### src/rtl/mips_run_ctrl_if.sv
// Purpose: bundles the run-controller control/status signals between bench/core side and controller.
// Latency: n/a (wires only).
// Backpressure: none; start is a request pulse, status is level.
interface mips_run_ctrl_if #(
  parameter int CNT_W = 32
);
  logic             start;
  logic             retire_valid;
  logic [31:0]      retire_pc;
  logic             cpu_reset;
  logic             running;
  logic             done;
  logic             timeout;
  logic [CNT_W-1:0] cycle_count;
  logic [CNT_W-1:0] instr_count;

  // Bench / core side: issues start and retirement reports, observes status.
  modport master (
    output start, retire_valid, retire_pc,
    input  cpu_reset, running, done, timeout, cycle_count, instr_count
  );

  // Controller side.
  modport slave (
    input  start, retire_valid, retire_pc,
    output cpu_reset, running, done, timeout, cycle_count, instr_count
  );
endinterface

### src/rtl/mips_run_ctrl.sv
// Purpose: sequences core reset, counts RUN cycles / retirements, detects halt, end PC or watchdog.
// Latency: start -> cpu_reset low after 1+RESET_CYCLES edges; terminating retire -> done next edge.
// Backpressure: none; start is ignored while in HOLD or RUN, retire_valid ignored outside RUN.
module mips_run_ctrl #(
  parameter int          CNT_W        = 32,
  parameter int          RESET_CYCLES = 4,
  parameter int          MAX_CYCLES   = 10000,
  parameter int          HALT_REPEAT  = 3,
  parameter bit          END_EN       = 1'b0,
  parameter logic [31:0] END_PC       = 32'h0000_3000
) (
  input  logic            clk,
  input  logic            reset,
  mips_run_ctrl_if.slave  bus
);

  localparam int HOLD_W = (RESET_CYCLES > 1) ? $clog2(RESET_CYCLES) : 1;
  localparam int REP_W  = $clog2(HALT_REPEAT + 1);

  localparam logic [HOLD_W-1:0] HOLD_LAST = HOLD_W'(RESET_CYCLES - 1);
  localparam logic [REP_W-1:0]  REP_MAX   = REP_W'(HALT_REPEAT);
  localparam logic [CNT_W-1:0]  MAX_C     = CNT_W'(MAX_CYCLES);

  typedef enum logic [2:0] {
    IDLE = 3'd0,
    HOLD = 3'd1,
    RUN  = 3'd2,
    DONE = 3'd3,
    TOUT = 3'd4
  } state_t;

  state_t            state;
  logic [HOLD_W-1:0] hold_cnt;
  logic [31:0]       last_pc;
  // rep_cnt == 0 means no retirement seen yet in this run, so a stale last_pc never matches.
  logic [REP_W-1:0]  rep_cnt;

  logic [CNT_W-1:0]  cyc_nxt;
  logic [CNT_W-1:0]  ins_nxt;
  logic              pc_same;
  logic [REP_W-1:0]  rep_nxt;
  logic              halt_hit;
  logic              end_hit;
  logic              term_hit;
  logic              wdog_hit;

  // Saturating increments and termination conditions for the current RUN cycle.
  always_comb begin
    cyc_nxt  = (bus.cycle_count == '1) ? bus.cycle_count : bus.cycle_count + 1'b1;
    ins_nxt  = (bus.instr_count == '1) ? bus.instr_count : bus.instr_count + 1'b1;
    pc_same  = (rep_cnt != '0) && (bus.retire_pc == last_pc);
    rep_nxt  = REP_W'(1);
    if (pc_same) begin
      rep_nxt = (rep_cnt >= REP_MAX) ? rep_cnt : rep_cnt + 1'b1;
    end
    halt_hit = bus.retire_valid && (rep_nxt >= REP_MAX);
    end_hit  = END_EN && bus.retire_valid && (bus.retire_pc == END_PC);
    term_hit = halt_hit || end_hit;
    wdog_hit = (cyc_nxt == MAX_C);
  end

  // Run-control FSM with all outputs registered; termination takes priority over the watchdog.
  always_ff @(posedge clk or negedge reset) begin
    if (!reset) begin
      state           <= IDLE;
      hold_cnt        <= '0;
      last_pc         <= '0;
      rep_cnt         <= '0;
      bus.cpu_reset   <= 1'b1;
      bus.running     <= 1'b0;
      bus.done        <= 1'b0;
      bus.timeout     <= 1'b0;
      bus.cycle_count <= '0;
      bus.instr_count <= '0;
    end else begin
      case (state)
        IDLE, DONE, TOUT: begin
          if (bus.start) begin
            state           <= HOLD;
            hold_cnt        <= '0;
            rep_cnt         <= '0;
            bus.cpu_reset   <= 1'b1;
            bus.running     <= 1'b0;
            bus.done        <= 1'b0;
            bus.timeout     <= 1'b0;
            bus.cycle_count <= '0;
            bus.instr_count <= '0;
          end
        end
        HOLD: begin
          if (hold_cnt == HOLD_LAST) begin
            state         <= RUN;
            bus.cpu_reset <= 1'b0;
            bus.running   <= 1'b1;
          end else begin
            hold_cnt <= hold_cnt + 1'b1;
          end
        end
        RUN: begin
          bus.cycle_count <= cyc_nxt;
          if (bus.retire_valid) begin
            bus.instr_count <= ins_nxt;
            last_pc         <= bus.retire_pc;
            rep_cnt         <= rep_nxt;
          end
          if (term_hit) begin
            state         <= DONE;
            bus.done      <= 1'b1;
            bus.running   <= 1'b0;
            bus.cpu_reset <= 1'b1;
          end else if (wdog_hit) begin
            state         <= TOUT;
            bus.timeout   <= 1'b1;
            bus.running   <= 1'b0;
            bus.cpu_reset <= 1'b1;
          end
        end
        default: begin
          state         <= IDLE;
          bus.cpu_reset <= 1'b1;
          bus.running   <= 1'b0;
        end
      endcase
    end
  end

endmodule

### src/flat_wrapper.sv
// flat-port wrapper written by rule: the top's interface ports become plain ports
module mips_run_ctrl_flat 
#(
  parameter int          CNT_W        = 32,
  parameter int          RESET_CYCLES = 4,
  parameter int          MAX_CYCLES   = 10000,
  parameter int          HALT_REPEAT  = 3,
  parameter bit          END_EN       = 1'b0,
  parameter logic [31:0] END_PC       = 32'h0000_3000
)
  (clk, reset, bus_start, bus_retire_valid, bus_retire_pc, bus_cpu_reset, bus_running, bus_done, bus_timeout, bus_cycle_count, bus_instr_count);
  mips_run_ctrl_if #(.CNT_W(CNT_W)) bus_i ();
  input  logic clk;
  input  logic reset;
  input wire logic [$bits(bus_i.start)-1:0] bus_start;
  input wire logic [$bits(bus_i.retire_valid)-1:0] bus_retire_valid;
  input wire logic [$bits(bus_i.retire_pc)-1:0] bus_retire_pc;
  output wire logic [$bits(bus_i.cpu_reset)-1:0] bus_cpu_reset;
  output wire logic [$bits(bus_i.running)-1:0] bus_running;
  output wire logic [$bits(bus_i.done)-1:0] bus_done;
  output wire logic [$bits(bus_i.timeout)-1:0] bus_timeout;
  output wire logic [$bits(bus_i.cycle_count)-1:0] bus_cycle_count;
  output wire logic [$bits(bus_i.instr_count)-1:0] bus_instr_count;
  assign bus_i.start = bus_start;
  assign bus_i.retire_valid = bus_retire_valid;
  assign bus_i.retire_pc = bus_retire_pc;
  assign bus_cpu_reset = bus_i.cpu_reset;
  assign bus_running = bus_i.running;
  assign bus_done = bus_i.done;
  assign bus_timeout = bus_i.timeout;
  assign bus_cycle_count = bus_i.cycle_count;
  assign bus_instr_count = bus_i.instr_count;
  mips_run_ctrl #(.CNT_W(CNT_W), .RESET_CYCLES(RESET_CYCLES), .MAX_CYCLES(MAX_CYCLES), .HALT_REPEAT(HALT_REPEAT), .END_EN(END_EN), .END_PC(END_PC)) u_core (.clk(clk), .reset(reset), .bus(bus_i));
endmodule
### config.mk
export PLATFORM = sky130hd
export DESIGN_NAME = mips_run_ctrl_flat
export DESIGN_NICKNAME = d
export VERILOG_FILES = /design/src/rtl/mips_run_ctrl_if.sv /design/src/rtl/mips_run_ctrl.sv /design/src/flat_wrapper.sv
export SDC_FILE = /design/constraint.sdc
export NUM_CORES = 1
export LEC_CHECK = 0
export CORE_MARGIN = 8
export CORE_UTILIZATION = 40
export CTS_CLUSTER_SIZE = 14
export DETAILED_ROUTE_END_ITERATION = 8
export PLACE_DENSITY = 0.69
export SYNTH_ARGS = -nofsm -noshare
export SYNTH_HDL_FRONTEND = slang
export SYNTH_SLANG_ARGS = --single-unit
export TNS_END_PERCENT = 5
### constraint.sdc
create_clock -name clk -period 7.75 [get_ports clk]
set_input_delay 1.9375 -clock clk [delete_from_list [all_inputs] [get_ports clk]]
set_output_delay 1.9375 -clock clk [all_outputs]
set_load 0.03 [all_outputs]
# == Yosys cells after proc, flatten, opt, wreduce, memory -nomap -nowiden ==
# Cells that the tools add are included.
# classes
n_reduce_logical,15
n_lt_le_gt_ge,2
mux,32
add_sub_neg,4
eq_ne,18
# op_table
op,n
32-bit two-way mux,4
32-bit case mux with 2 select lines,2
32-bit by 1-bit adder with 32-bit output (second input constant),2
32-bit equality test (second input constant),2
32-bit by 14-bit equality test with 1-bit output (second input constant),1
32-bit equality test,1
3-bit two-way mux,4
3-bit AND reduction,4
1-bit two-way mux,10
2-bit two-way mux,5
2-bit != test (second input constant),5
3-bit case mux with 3 select lines,1
2-bit case mux with 2 select lines,2
4-bit AND reduction,2
3-bit by 2-bit equality test with 1-bit output (second input constant),2
2-bit by 1-bit != test with 1-bit output (second input constant),3
1-bit case mux with 3 select lines,2
2-bit nonzero test,3
2-bit by 1-bit adder with 2-bit output (second input constant),2
2-bit >= comparator (second input constant),2
1-bit case mux with 2 select lines,2
2-bit AND reduction,2
3-bit by 1-bit equality test with 1-bit output (second input constant),1
3-bit equality test (second input constant),1
5 further kinds,6
# word_totals
reg_bits,107

# == Logic depth before layout (Yosys ltp) ==
# Gate-level depths: netlist (run 1).
# depth
ltp_word,7
depth_mapped,13
mapped_depth_nobuf,10

# == Worst setup path after synthesis (run 1) ==
# No wires, ideal clock.
# synth_timing
path_type,input to register
start,input bus_start
end,register u_core.bus.instr_count[2]
slack_ns,4.171
setup_ns,0.136
stages,9
t_arrival_ns,3.443
n_path_buf,2
path_cell_list,nand2b_1 a21oi_1 a21oi_1 nor2_1 o41ai_1 clkbuf_1 or2_2 clkbuf_1 o21ai_0
# synth_between
elab_chain_cells,2
# synth_rtl
item,line,rtl
from (decl),flat_wrapper.sv:15,input wire logic [$bits(bus_i.start)-1:0] bus_start;
2-bit != test (no line),-,
4-bit AND reduction (no line),-,
to (signal assigned),mips_run_ctrl.sv:102,bus.instr_count <= ins_nxt;
to (decl),mips_run_ctrl_if.sv:26,"output cpu_reset, running, done, timeout, cycle_count, instr_count"
# Every way passes these cells.
# A chain may end at the register's enable or synchronous reset.

# == Worst setup path after layout (run 1) ==
# layout_timing
start,input bus_start
end,register u_core.bus.instr_count[30]
# Same word-level chain as after synthesis.

==> impl_metrics.py, run 1 <==
metrics = {
    "outcome": {
        "status": "finished, final reports clean",
    },
    "critical_path": {
        "worstPathRequired_ns": 7.97,
        "crit_type": "in2reg",
        "start_kind": "input port",
        "cp-end-kind": "flop",
        "cp.arrival_ns": 4.48,
        "cp_max_fo": 30,
    },
    "sta": {
        "slew_violations": 0,
        "hold_violations": 0,
        "rsz0062_at_grt": "no",
        "slew-limit-headroom_pct": 39.8,
        "whs_ns": 0.487,
        "worst_pin_slew_ns": 0.903,
        "clock_skew_ns": 0.00839,
        "tns_ns": 0,
        "setup_viol": 0,
        "fin_crit_ns": 4.26,
        "setup_ws_ns": 3.49,
        "period_share_pct": 54.9,
        "max_freq_mhz": 235,
    },
    "final_layout": {
        "area_growth_pct": 23.8,
        "diodes": 0,
        "drive_above_1_share_pct": 9.34,
        "final_nets": 816,
        "final_util_pct": 49.9,
    },
    "clocking": {
        "cts.sinks": 107,
        "post_cts_buffers": 0,
        "ctsHoldBuffers": 0,
        "numCtsBuffers": 9,
        "clkTransAtPathRegs_ns": 0.08,
        "insertion_delay_ns": 0.37,
        "clockBufferDepth": 2,
        "ctsResizeCount": 0,
        "cts_root_buffer": "clkbuf_16",
        "cts_tree": "yes",
        "ctsHtreeMaxLevel": 3,
    },
    "place": {
        "dp_worst_setup_slack_ns": 3.15,
        "numPortBuffers": 103,
        "gp_congestion": 0.896,
        "dp_hpwl_um": 11900,
    },
    "yosys": {
        "postSynthCellCount": 696,
        "synthFlopType": "dfrtp_1",
        "synth_area_leaders": "dfrtp_1, o21ai_0, xnor2_1",
        "synth_seq_area_share_pct": 42.6,
        "synth_warnings": 0,
        "synth_edf_count": 0,
        "yosysTopAreaCell": "dfrtp_1",
        "synth.most_common_cell": "dfrtp_1",
        "ys_ff_latch": 107,
        "yosys-top-cells-count": "dfrtp_1, o21ai_0, nor2_1",
        "synth_top_area_share_pct": 42.2,
        "synthesis.area_um2": 6290,
        "async_flop_share_pct": 100,
        "synth_nets": 735,
        "ys_types": 63,
        "synth.avg_cell_area_um2": 9.03,
    },
    "run": {
        "maxCapViolations": 0,
    },
    "grt": {
        "gr-total-overflow": 0,
        "grt_antenna_before_repair": 0,
        "grt_pass1_wl_um": 27600,
        "grt_pass1_vias": 5271,
        "grt_max_degree": 71,
        "grt_usage_pct": 17.2,
    },
    "min_path": {
        "hp-class": "reg2reg",
    },
    "power": {
        "p_int_uw": 1280,
        "p_seq_share_pct": 39.6,
        "pwr-share-comb_pct": 36.7,
        "ir_drop_mv": 0.128,
        "power_density_nw_per_um2": 263,
        "p_sw_share_pct": 37.3,
        "clkPwrFrac_pct": 23.8,
        "p_switching_uw": 763,
        "p_total_uw": 2050,
        "p_leak_uw": 0.00302,
    },
    "die": {
        "num_rows": 46,
        "dieWidth_um": 141,
        "start_util_pct": 40.3,
        "die_area_um2": 20000,
        "io_pins": 104,
        "dieHeight_um": 141,
        "core_um2": 15600,
    },
    "routing": {
        "drt_pass1_iterations": 4,
        "wire_per_inst_um": 16.8,
        "vias": 5542,
        "drcViolationCount": 0,
        "drt-initial-drc-count": 507,
        "wl_um": 16800,
        "viasPerCell": 5.55,
        "ant_nets": 0,
    },
}
## path summary, 6_finish.rpt
kind                                            from                          to  slack [ns]  depth (start not counted)
max                                        bus_start  u_core.bus.instr_count[30]        3.49                         12
min                               u_core.hold_cnt[0]          u_core.hold_cnt[0]        0.49                          1
max reg2reg                u_core.bus.cycle_count[0]          u_core.bus.timeout        3.64                         10
min reg2reg                       u_core.hold_cnt[0]          u_core.hold_cnt[0]        0.49                          1
max in group asynchronous                      reset  u_core.bus.cycle_count[14]        4.93                          2
min in group asynchronous                      reset           u_core.last_pc[2]        1.53                          1
## registers in the layout, indices dropped and copies added, names as in the netlist
| signal | flops |
|---|---|
| u_core.bus.cpu_reset | 1 |
| u_core.bus.cycle_count | 32 |
| u_core.bus.done | 1 |
| u_core.bus.instr_count | 32 |
| u_core.bus.running | 1 |
| u_core.bus.timeout | 1 |
| u_core.hold_cnt | 2 |
| u_core.last_pc | 32 |
| u_core.rep_cnt | 2 |
| u_core.state | 3 |
## power by group through the flow
stage	clock, µW	sequential [µW]	combinational, µW
5_1_grt	521	831	833
3_5_place_dp	0	821	752
3_3_place_gp	0	817	741
6_report	486	810	751
4_1_cts	499	810	756
2_1_floorplan	0	824	523
## metrics by stage
step           instances  area [µm²]
2_1_floorplan        696        6290
3_3_place_gp         982        7470
3_5_place_dp         982        7470
4_1_cts              998        7790
5_1_grt              998        7790
6_report             998        7790
## final cells by class
cell class / count / area (µm²)
flip-flops and latches: 107 / 2680
multi-input cells: 543 / 3420
repair buffers: 110 / 1080
clock buffers: 10 / 229
well taps: 216 / 270
fillers: 1461 / 7810
inverters: 6 / 22.5
clock inverters: 6 / 82.6
## cell usage in the layout, fill, tap and decap left out, drive strengths merged, types with 4 or more instances in the layout
| master | instances |
|---|---|
| a21oi | 26 |
| a22o | 4 |
| a31oi | 18 |
| and2 | 9 |
| and3 | 26 |
| and4 | 7 |
| buf | 8 |
| clkbuf | 10 |
| clkdlybuf4s50 | 102 |
| dfrtp | 106 |
| inv | 9 |
| mux2 | 32 |
| nand2 | 60 |
| nand2b | 10 |
| nand3 | 28 |
| nand4 | 31 |
| nor2 | 63 |
| nor3 | 15 |
| nor4 | 5 |
| o21a | 4 |
| o21ai | 84 |
| o31ai | 11 |
| o41ai | 6 |
| or3 | 6 |
| xnor2 | 44 |
| xor2 | 10 |
## worst max-delay path: stages
cell and delay (ns):
clkdlybuf4s50_1 0.58, nand2b_1 0.09, a21oi_1 0.17, a21oi_1 0.07
buf_4 0.22, nor2_1 0.22, o41ai_2 0.11, buf_4 0.23
nor3_1 0.44, and3_1 0.24, xnor2_1 0.12, nor2_1 0.05
## cell families after synthesis
logic type,Yosys count,share of synthesized area (%)
adder cells (fa/ha/maj),3,0.597
AND/OR/NAND/NOR,278,23.5
buffers and inverters,46,3.16
multiplexers,35,6.21
flip-flops,107,42.6
AO/OA/AOI/OAI,173,16.4
XOR/XNOR,54,7.52
## per-layer routing
layer	global-route usage (%)	vias to the layer above	share of wire, %
met5	0	-	0
met4	6.50	0	1.9
met3	3.33	18	4.9
met2	27.1	166	47
met1	22.9	2651	47
li1	-	2707	-
No activity file was read; power rests on OpenSTA's default activity.
==> run 2: changes to the inputs <==
- PLACE_DENSITY: 0.69 -> 0.71
- clock period: 7.75 -> 3.77 ns (I/O delays scaled with it)
==> run 2 against run 1 <==
Non-clock buffer count up 13. First-iteration DRC count down 14%. Clock power up 93%. Worst hold slack worse by 0.0077 ns. Largest cell class unchanged.
==> impl_metrics.py, run 2 (same netlist as run 1, synthesis figures left out) <==
metrics = {
    "outcome": {
        "status": "finished, final reports clean",
    },
    "grt": {
        "grt_usage_pct": 17.0,
        "gr-total-overflow": 0,
        "grt_antenna_before_repair": 0,
        "grt_pass1_vias": 5357,
        "grt_max_degree": 57,
        "grt_pass1_wl_um": 27600,
    },
    "routing": {
        "viasPerCell": 5.63,
        "drt-initial-drc-count": 434,
        "vias": 5690,
        "drcViolationCount": 0,
        "drt_pass1_iterations": 5,
        "wl_um": 16900,
        "ant_nets": 0,
        "wire_per_inst_um": 16.7,
    },
    "clocking": {
        "ctsResizeCount": 0,
        "clkTransAtPathRegs_ns": 0.08,
        "ctsHtreeMaxLevel": 3,
        "cts_root_buffer": "clkbuf_16",
        "clockBufferDepth": 2,
        "post_cts_buffers": 0,
        "insertion_delay_ns": 0.36,
        "cts_tree": "yes",
        "cts.sinks": 107,
        "numCtsBuffers": 9,
        "ctsHoldBuffers": 0,
    },
    "sta": {
        "clock_skew_ns": 0.00843,
        "period_share_pct": 92.5,
        "tns_ns": 0,
        "fin_crit_ns": 3.49,
        "slew_violations": 0,
        "slew-limit-headroom_pct": 37.6,
        "worst_pin_slew_ns": 0.925,
        "hold_violations": 0,
        "setup_viol": 0,
        "max_freq_mhz": 287,
        "rsz0062_at_grt": "no",
        "setup_ws_ns": 0.284,
    },
    "final_layout": {
        "final_nets": 829,
        "area_growth_pct": 25.2,
        "layout_common_cells": "dfrtp_1, clkdlybuf4s50_1, o21ai_0",
        "fin_cells": 1011,
        "reg_top3": "u_core.bus.cycle_count (32), u_core.bus.instr_count (32), u_core.last_pc (32)",
        "final_util_pct": 50.5,
        "drive_above_1_share_pct": 10.8,
        "final_common_cell": "dfrtp_1",
        "n_fill_cell": 1465,
        "diodes": 0,
    },
    "critical_path": {
        "crit_type": "reg2reg",
        "cp_max_fo": 9,
        "worstPathRequired_ns": 4.02,
        "start_kind": "flop",
        "r2r_slack_ns": 0.28,
        "cp.arrival_ns": 3.74,
        "cp-end-kind": "flop",
    },
    "power": {
        "p_leak_uw": 0.00309,
        "ir_drop_mv": 0.352,
        "p_total_uw": 4180,
        "power_density_nw_per_um2": 531,
    },
    "die": {
        "dieWidth_um": 141,
        "dieHeight_um": 141,
        "core_um2": 15600,
        "start_util_pct": 40.3,
        "num_rows": 46,
        "io_pins": 104,
        "die_area_um2": 20000,
    },
    "place": {
        "dp_cells": 995,
        "numPortBuffers": 103,
        "gp_congestion": 0.900,
        "dp_hpwl_um": 12100,
        "dp_worst_setup_slack_ns": 0.245,
    },
    "min_path": {
        "hp-class": "reg2reg",
    },
    "run": {
        "maxCapViolations": 0,
    },
}
-- run 2: cell count changes in the layout (fill, tap and decap cells not counted) --
cell	delta
buf_12	+1
buf_4	+12
bufinv_16	-1
clkbuf_8	+1
clkinv_4	+2
clkinv_8	-1
clkinvlp_4	-1
inv_6	+1
inv_8	-1
-- run 2: report_power, final --
group	internal, µW	switching (µW)	leakage, µW	total, µW
combinational	717	870	0.00154	1590
sequential	1410	246	0.00141	1660
clock	477	460	0.000141	937
total	2600	1580	0.00309	4180
-- run 2: routing by layer --
layer,track usage [%],vias to the layer above,share of wire [%]
li1,-,2728,-
met1,21.6,2745,45
met2,27.2,185,47
met3,3.26,32,5.8
met4,8.31,0,2.7
met5,0,-,0
-- run 2: worst max-delay path, stage by stage, from the launching register on --
cell and delay (ns):
dfrtp_1 0.44, ha_1 0.28, and4_1 0.39, and3_1 0.40
nand3_1 0.11, or4b_1 0.47, a22o_1 0.26, a2111o_1 0.29
or4_4 0.45, a21boi_1 0.19, o21ai_0 0.09
-- run 2: per-stage QoR --
step                instance area [µm²]  hold slack (ns)
floorplan                          6290            0.446
global placement                   7580            0.462
detailed placement                 7580            0.467
CTS                                7870            0.482
global route                       7870            0.506
finish                             7870            0.479
-- run 2: cell type report --
type / instances / area, µm² / area share, %
Clock buffer: 11 / 243 / 3.08
Clock inverter: 5 / 43.8 / 0.556
Inverter: 6 / 22.5 / 0.286
Multi-Input combinational cell: 543 / 3420 / 43.5
Sequential cell: 107 / 2680 / 34.0
Tap cell: 216 / 270 / 3.43
Timing Repair Buffer: 123 / 1190 / 15.1
-- run 2: path summary, 6_finish.rpt --
kind / from / endpoint / cells past startpoint
worst max-delay path: u_core.bus.cycle_count[0] / u_core.bus.running / 10
worst min-delay path: u_core.hold_cnt[0] / u_core.hold_cnt[0] / 1
worst max register to register: u_core.bus.cycle_count[0] / u_core.bus.running / 10
worst min register to register: u_core.hold_cnt[0] / u_core.hold_cnt[0] / 1
max in group asynchronous: reset / u_core.bus.instr_count[16] / 2
min in group asynchronous: reset / u_core.bus.cycle_count[7] / 1
